File: src/rtl/serial_adder.sv
// Bit-serial adder: one full-adder cell and a registered carry process the
// operands LSB first, one bit per clock, behind a valid/ready handshake on
// both the operand side and the result side.
module serial_adder #(
    parameter int WIDTH = 8
) (
    input  logic             clk,
    input  logic             rst_n,
    input  logic             in_valid,
    output logic             in_ready,
    input  logic [WIDTH-1:0] a,
    input  logic [WIDTH-1:0] b,
    input  logic             cin,
    output logic             out_valid,
    input  logic             out_ready,
    output logic [WIDTH-1:0] s,
    output logic             cout,
    output logic             busy
);

    // Counter is wide enough to hold WIDTH itself, so it never wraps.
    localparam int            CW   = $clog2(WIDTH + 1);
    localparam logic [CW-1:0] LAST = CW'(WIDTH - 1);

    typedef enum logic [1:0] {
        IDLE,
        RUN,
        DONE
    } state_t;

    state_t           state;
    logic [WIDTH-1:0] a_sh;
    logic [WIDTH-1:0] b_sh;
    logic [WIDTH-1:0] res_sh;
    logic             carry;
    logic [CW-1:0]    count;
    logic             sum_bit;
    logic             carry_next;

    // The single full-adder cell working on the current LSBs and stored carry.
    always_comb begin
        sum_bit    = a_sh[0] ^ b_sh[0] ^ carry;
        carry_next = (a_sh[0] & b_sh[0]) | (a_sh[0] & carry) | (b_sh[0] & carry);
    end

    // The result shift register and the carry register are the outputs, so
    // the last completed sum stays visible through DONE and the following IDLE.
    // in_ready is gated by rst_n so it drops the moment reset is asserted.
    assign in_ready = (state == IDLE) && rst_n;
    assign s        = res_sh;
    assign cout     = carry;

    // Control FSM and datapath: capture on accept, shift one bit per RUN
    // cycle, then hold the result in DONE until it is consumed.
    always_ff @(posedge clk or negedge rst_n) begin
        if (!rst_n) begin
            state     <= IDLE;
            a_sh      <= '0;
            b_sh      <= '0;
            res_sh    <= '0;
            carry     <= 1'b0;
            count     <= '0;
            out_valid <= 1'b0;
            busy      <= 1'b0;
        end else begin
            case (state)
                IDLE: begin
                    if (in_valid) begin
                        a_sh  <= a;
                        b_sh  <= b;
                        carry <= cin;
                        count <= '0;
                        busy  <= 1'b1;
                        state <= RUN;
                    end
                end
                RUN: begin
                    res_sh <= {sum_bit, res_sh[WIDTH-1:1]};
                    carry  <= carry_next;
                    a_sh   <= {1'b0, a_sh[WIDTH-1:1]};
                    b_sh   <= {1'b0, b_sh[WIDTH-1:1]};
                    count  <= count + CW'(1);
                    if (count == LAST) begin
                        out_valid <= 1'b1;
                        state     <= DONE;
                    end
                end
                DONE: begin
                    if (out_ready) begin
                        out_valid <= 1'b0;
                        busy      <= 1'b0;
                        state     <= IDLE;
                    end
                end
                default: begin
                    out_valid <= 1'b0;
                    busy      <= 1'b0;
                    state     <= IDLE;
                end
            endcase
        end
    end

endmodule

File: config.mk
export PLATFORM = sky130hd
export DESIGN_NAME = serial_adder
export DESIGN_NICKNAME = d
export VERILOG_FILES = /design/src/rtl/serial_adder.sv
export SDC_FILE = /design/constraint.sdc
export NUM_CORES = 1
export LEC_CHECK = 0
export CAP_MARGIN = 20
export CORE_AREA = 2 2 59 61
export CTS_CLUSTER_DIAMETER = 150
export DETAILED_ROUTE_END_ITERATION = 7
export DIE_AREA = 0 0 61 63
export DONT_BUFFER_PORTS = 1
export PLACE_DENSITY_LB_ADDON = 0.05
export SLEW_MARGIN = 20
export SYNTH_ARGS = -nofsm -noshare
export SYNTH_HDL_FRONTEND = slang
export SYNTH_SLANG_ARGS = --single-unit
File: constraint.sdc
create_clock -name clk -period 1.1 [get_ports clk]
set_input_delay 0.165 -clock clk [delete_from_list [all_inputs] [get_ports clk]]
set_output_delay 0.165 -clock clk [all_outputs]
set_load 0.01 [all_outputs]
# --- Word level (Yosys, flattened, before mapping) ---
# Index checks and enable logic that the tools add are counted.
word_totals:
  register_bits: 33
  output_inout_bits: 12
  word_cells: 48
  input_bits: 21
classes:
  eq_ne: 6
  n_reduce_logical: 7
  muxes: 17
  addsub: 1
  n_bitwise: 9
op_table:
  columns: ["operator", "n"]
  rows:
  - ["$pmux W8 S2", 2]
  - ["$mux W8", 2]
  - ["$reduce_and A3 Y1", 3]
  - ["$pmux W4 S2", 1]
  - ["$mux W2", 3]
  - ["$ne A2 B2 Y1 const B", 3]
  - ["$pmux W1 S3", 2]
  - ["$pmux W2 S3", 1]
  - ["$add A4 B1 Y4 const B", 1]
  - ["$eq A4 B3 Y1 const B", 1]
  - ["$mux W1", 4]
  - ["$mux W4", 1]
  - ["$and A1 B1 Y1", 3]
  - ["$eq A2 B1 Y1 const B", 1]
  - ["$eq A2 B2 Y1 const B", 1]
  - ["$logic_not A2 Y1", 1]
  - ["$not A1 Y1", 2]
  - ["$or A1 B1 Y1", 2]
  - ["$pmux W1 S2", 1]
  - ["$reduce_and A2 Y1", 1]
  - ["$reduce_bool A2 Y1", 1]
  - ["$xor A1 B1 Y1", 2]
  - ["$logic_and A1 B1 Y1", 1]

# --- Depth between registers and ports, before layout ---
depth:
  word_depth: 4
  depth_mapped: 6
  mapped_depth_nobuf: 4

# --- Least setup slack after synthesis ---
# Ideal clock, no wire load.
synth_path:
  path_kind: "reg2reg"
  startpoint: "register carry (netlist: cout)"
  endpoint: "register carry (netlist: cout)"
  setup_slack_ns: -0.110
  setup_time_ns: 0.125
  t_arrival_ns: 1.085
  path_stages_with_launch: 4
  path_buffers: 0
  path_cell_list: "dfrtp_1 -> fa_1 -> a22oi_1 -> o21ai_2"
synth_between:
  elab_chain_cells: 4
  elab_cells_between_ends: 5
  classes_between: "mux: 1; bitwise: 4"
synth_lines:
  columns: ["item", "line", "rtl"]
  rows:
  - ["from (decl)", "35", "logic carry;"]
  - ["from (signal assigned)", "71", "carry <= cin;"]
  - ["from (signal assigned)", "79", "carry <= carry_next;"]
  - ["$and A1 B1 Y1", "43", "carry_next = (a_sh[0] & b_sh[0]) | (a_sh[0] & carry) | (b_sh[0] & carry);"]
  - ["$or A1 B1 Y1", "43", null]
  - ["$or A1 B1 Y1 (*)", "43", null]
  - ["$pmux W1 S2 (*)", "66", "case (state)"]
# Mark *: on every way between the ends. The rest lies on a longest branch, timed or not.
# A chain may end at the register's enable or synchronous reset.

# --- Worst setup path in the final report ---
layout_path:
  startpoint: "register state[1]"
  endpoint: "output in_ready"
layout_between:
  elab_chain_cells: 2
layout_lines:
  columns: ["item", "line", "rtl"]
  rows:
  - ["from (decl)", "31", "state_t state;"]
  - ["from (signal assigned)", "57", "state <= IDLE;"]
  - ["from (signal assigned)", "74", "state <= RUN;"]
  - ["from (signal assigned)", "85", "state <= DONE;"]
  - ["$logic_not A2 Y1", "49", "assign in_ready = (state == IDLE) && rst_n;"]
  - ["$logic_and A1 B1 Y1", "49", null]
  - ["to (decl)", "10", "output logic in_ready,"]
# No other way between the ends.

==> summary.md <==
| Metric | Value |
|---|---|
| Per-cell routed wire length | 14.8 um |
| Area contributors post-synth | dfrtp_1 (49%), a22oi_1 (6.6%), nand2_1 (6.4%) |
| Synth Instances | between 150 and 200 |
| Period utilisation layout | 115% |
| Rel. slew slack | 86.2% |
| Slowest-stage cell, CP | dfrtp_2 |
| Ratio of cells with drive above 1 in the final layout | between 30% and 40% |
| Max-Cap Viols | 0 |
| # rows | 21 |
| DRC Markers | 0 |
| Vias in the first global route | ~1,300 |
| Core Box Area | 3230 um2 |
| 1st-iter DRT viols | 68 |
| CP bufs+invs | 1 |
| Die span in y | roughly 63 um |
| Worst setup margin | -0.169 ns |
| Unique masters post-synth | 27 |
| Max incr delay on CP | approximately 0.44 ns |
| CTS tree | done |
| Yosys top cell area share | around half |
| TNS Setup | -2.02 ns |
| CTS buffer count | 5 |
| Final hold violation count | 0 |
| IO buf count | 0 |
| Violated checks | setup timing |
| Leading cell type in the layout, fill and taps excluded | dfrtp_1 |
| Antenna violations before repair | 0 |
| Die area | 3840 um2 |
| Clock transition at path regs | 0.11 ns |
| HPWL Detailed | approximately 2400 um |
| Drt total wl | 3710 um |
| Syn_area_per_cell | between 10 and 15 um2 |
| Cell family with most CP delay | flip-flops |
| First-pass GRT wire length | approximately 6300 um |
| Slew at the pin with the worst max-slew slack | 0.207 ns |
| Crit start category | flop |
| Critical path peak fanout | 2 |
| Final max-slew violation count | 0 |
| Initial DRT Pass Iterations | 4 |
| Worst clock skew | 0.00890 ns |
| Crit Path Class | reg -> out |
| Cell type with the largest total area after synthesis | dfrtp_1 |
| Syn nets | 188 |
| Status | finished with violations |
| Die W | ~61 um |
| CTS Sinks | 33 |
| Worst Hold Class | in -> reg |
| Post-DP Area | about 1900 um2 |
| Max IR drop VDD | between 1000 and 1500 uV |
| Final Setup Violations | 32 |
| Max Buffers Root-to-Sink | 2 |
| Area delta synth->final | 33.2% |
| Final core utilization | a little over two thirds |
| N_diodes | 0 |
| Flip-flop and latch area | around 830 um2 |
| Sequential fraction of the synthesis area | around 49% |
| Seq cells post-synth | 33 |
| # fillers | approximately 260 |
| Antenna Violating Nets Remaining | 0 |
| Cell Area, Synth | between 1500 and 2000 um2 |
| Global route overflow | 0 |
| DR vias | between 1,000 and 1,500 |
| WP data required | between 0.9 and 1 ns |
| Most frequent cells in the layout | dfrtp_1 (32), nand2_1 (29), dlygate4sd3_1 (18), buf_4 (18) |
| Critical path arrival | approximately 1.1 ns |
| Fin crit period | 1.27 ns |
| Clock latency on the worst-skew pair | between 0.3 and 0.4 ns |
| Post-Place Setup Slack | -0.0742 ns |
| Peak Freq | between 700 and 800 MHz |
| Multi-input gate area | 885 um2 |
| CTS root buf | clkbuf_4 |
| Starting density of the core | a little over half |
| GPL Wtd Cong | 0.834 |
| Cell Pwr Density | 2390 nW/um2 |
| Synth Warn # | 0 |
| Nets@finish | roughly 230 |
| GRT Total Usage | between 20 and 25% |
| Largest net degree at the start of global routing | 34 |
| RSZ-0062 raised after global routing | yes |
| Crit-path cells | buf_8 > nor3b_4 |
| Fin area | 2270 um2 |
| Ports | 33 |
| Worst setup EP type | output pin |
| Leak | approximately 1.0 nW |
| Htree depth | 2 |
| Vias per inst | roughly 5.4 |
==> sequential cells by signal, indices dropped and copies added, names as in the netlist <==
name       cells
out_valid      1
state          2
count          4
b_sh           8
s              8
cout           1
busy           1
a_sh           8
==> cell families after synthesis <==
group | after synthesis | share of synthesized area (%)
compound gates | 57 | 25.1
fa+ha+maj | 2 | 1.91
buf+inv | 14 | 6.18
flops | 33 | 48.5
mux | 2 | 1.32
simple gates | 57 | 17.0
==> final timing paths <==
| check | startpoint | endpoint | slack, ns | depth (start not counted) |
|---|---|---|---|---|
| max | state[1] | in_ready | -0.17 | 2 |
| min | a[2] | a_sh[2] | 0.03 | 2 |
| max reg2reg | state[0] | a_sh[2] | -0.11 | 5 |
| min reg2reg | a_sh[7] | a_sh[6] | 0.52 | 2 |
| max in group asynchronous | rst_n | state[1] | 0.65 | 2 |
| min in group asynchronous | rst_n | s[5] | 0.25 | 2 |
==> synthesized netlist by cell type (all sizes together) <==
| cell type | n |
|---|---|
| a22o | 2 |
| a21oi | 19 |
| nor2 | 4 |
| and2b | 8 |
| nand2b | 1 |
| buf | 10 |
| nor3b | 1 |
| clkbuf | 2 |
| a22oi | 15 |
| o21ai | 18 |
| inv | 2 |
| o21bai | 1 |
| nor2b | 11 |
| nand2 | 29 |
| dfrtp | 33 |
| nand3 | 2 |
| o22ai | 1 |
| and4b | 1 |
| mux2 | 2 |
| ha | 1 |
| fa | 1 |
| o311ai | 1 |
==> final cells by class <==
cell class,instances,area share [%]
inverters,2,0.331
flip-flops and latches,33,36.5
multi-input cells,118,39.0
repair buffers,43,18.5
clock buffers,7,2.87
clock inverters,1,0.221
well taps,46,2.54
==> routing by layer <==
layer	GRT usage, %	up-vias	share of wire, %
met2	32.9	29	48
li1	-	654	-
met1	31.1	651	47
met4	6.52	0	1.4
met3	6.00	5	4.0
met5	0	-	0
==> power by group <==
group	leakage, nW	switching [mW]	total [mW]	internal [mW]
sequential	0.422	0.508	2.20	1.70
combinational	0.556	1.14	2.41	1.27
clock	0.0413	0.431	0.802	0.370
==> timing repair <==
| action | in CTS | in global routing |
|---|---|---|
| pin swaps | 4 | 2 |
| hold buffers | 19 | 0 |
| endpoints found under the hold margin | 50 | 0 |
| setup endpoints to repair | 34 | 35 |
| gates resized for setup | 18 | 3 |
| buffers inserted | 3 | 3 |
==> per-stage QoR <==
stage / hold slack, ns / cells / power, mW
final: 0.0302 / 250 / 5.42
after global routing: 0.0134 / 250 / 5.83
after CTS: 0.00746 / 247 / 5.37
after detailed placement: -0.130 / 217 / 4.25
after global placement: -0.130 / 217 / 4.17
after floorplan: -0.131 / 165 / 3.72
(Power assumes the default switching activity.)
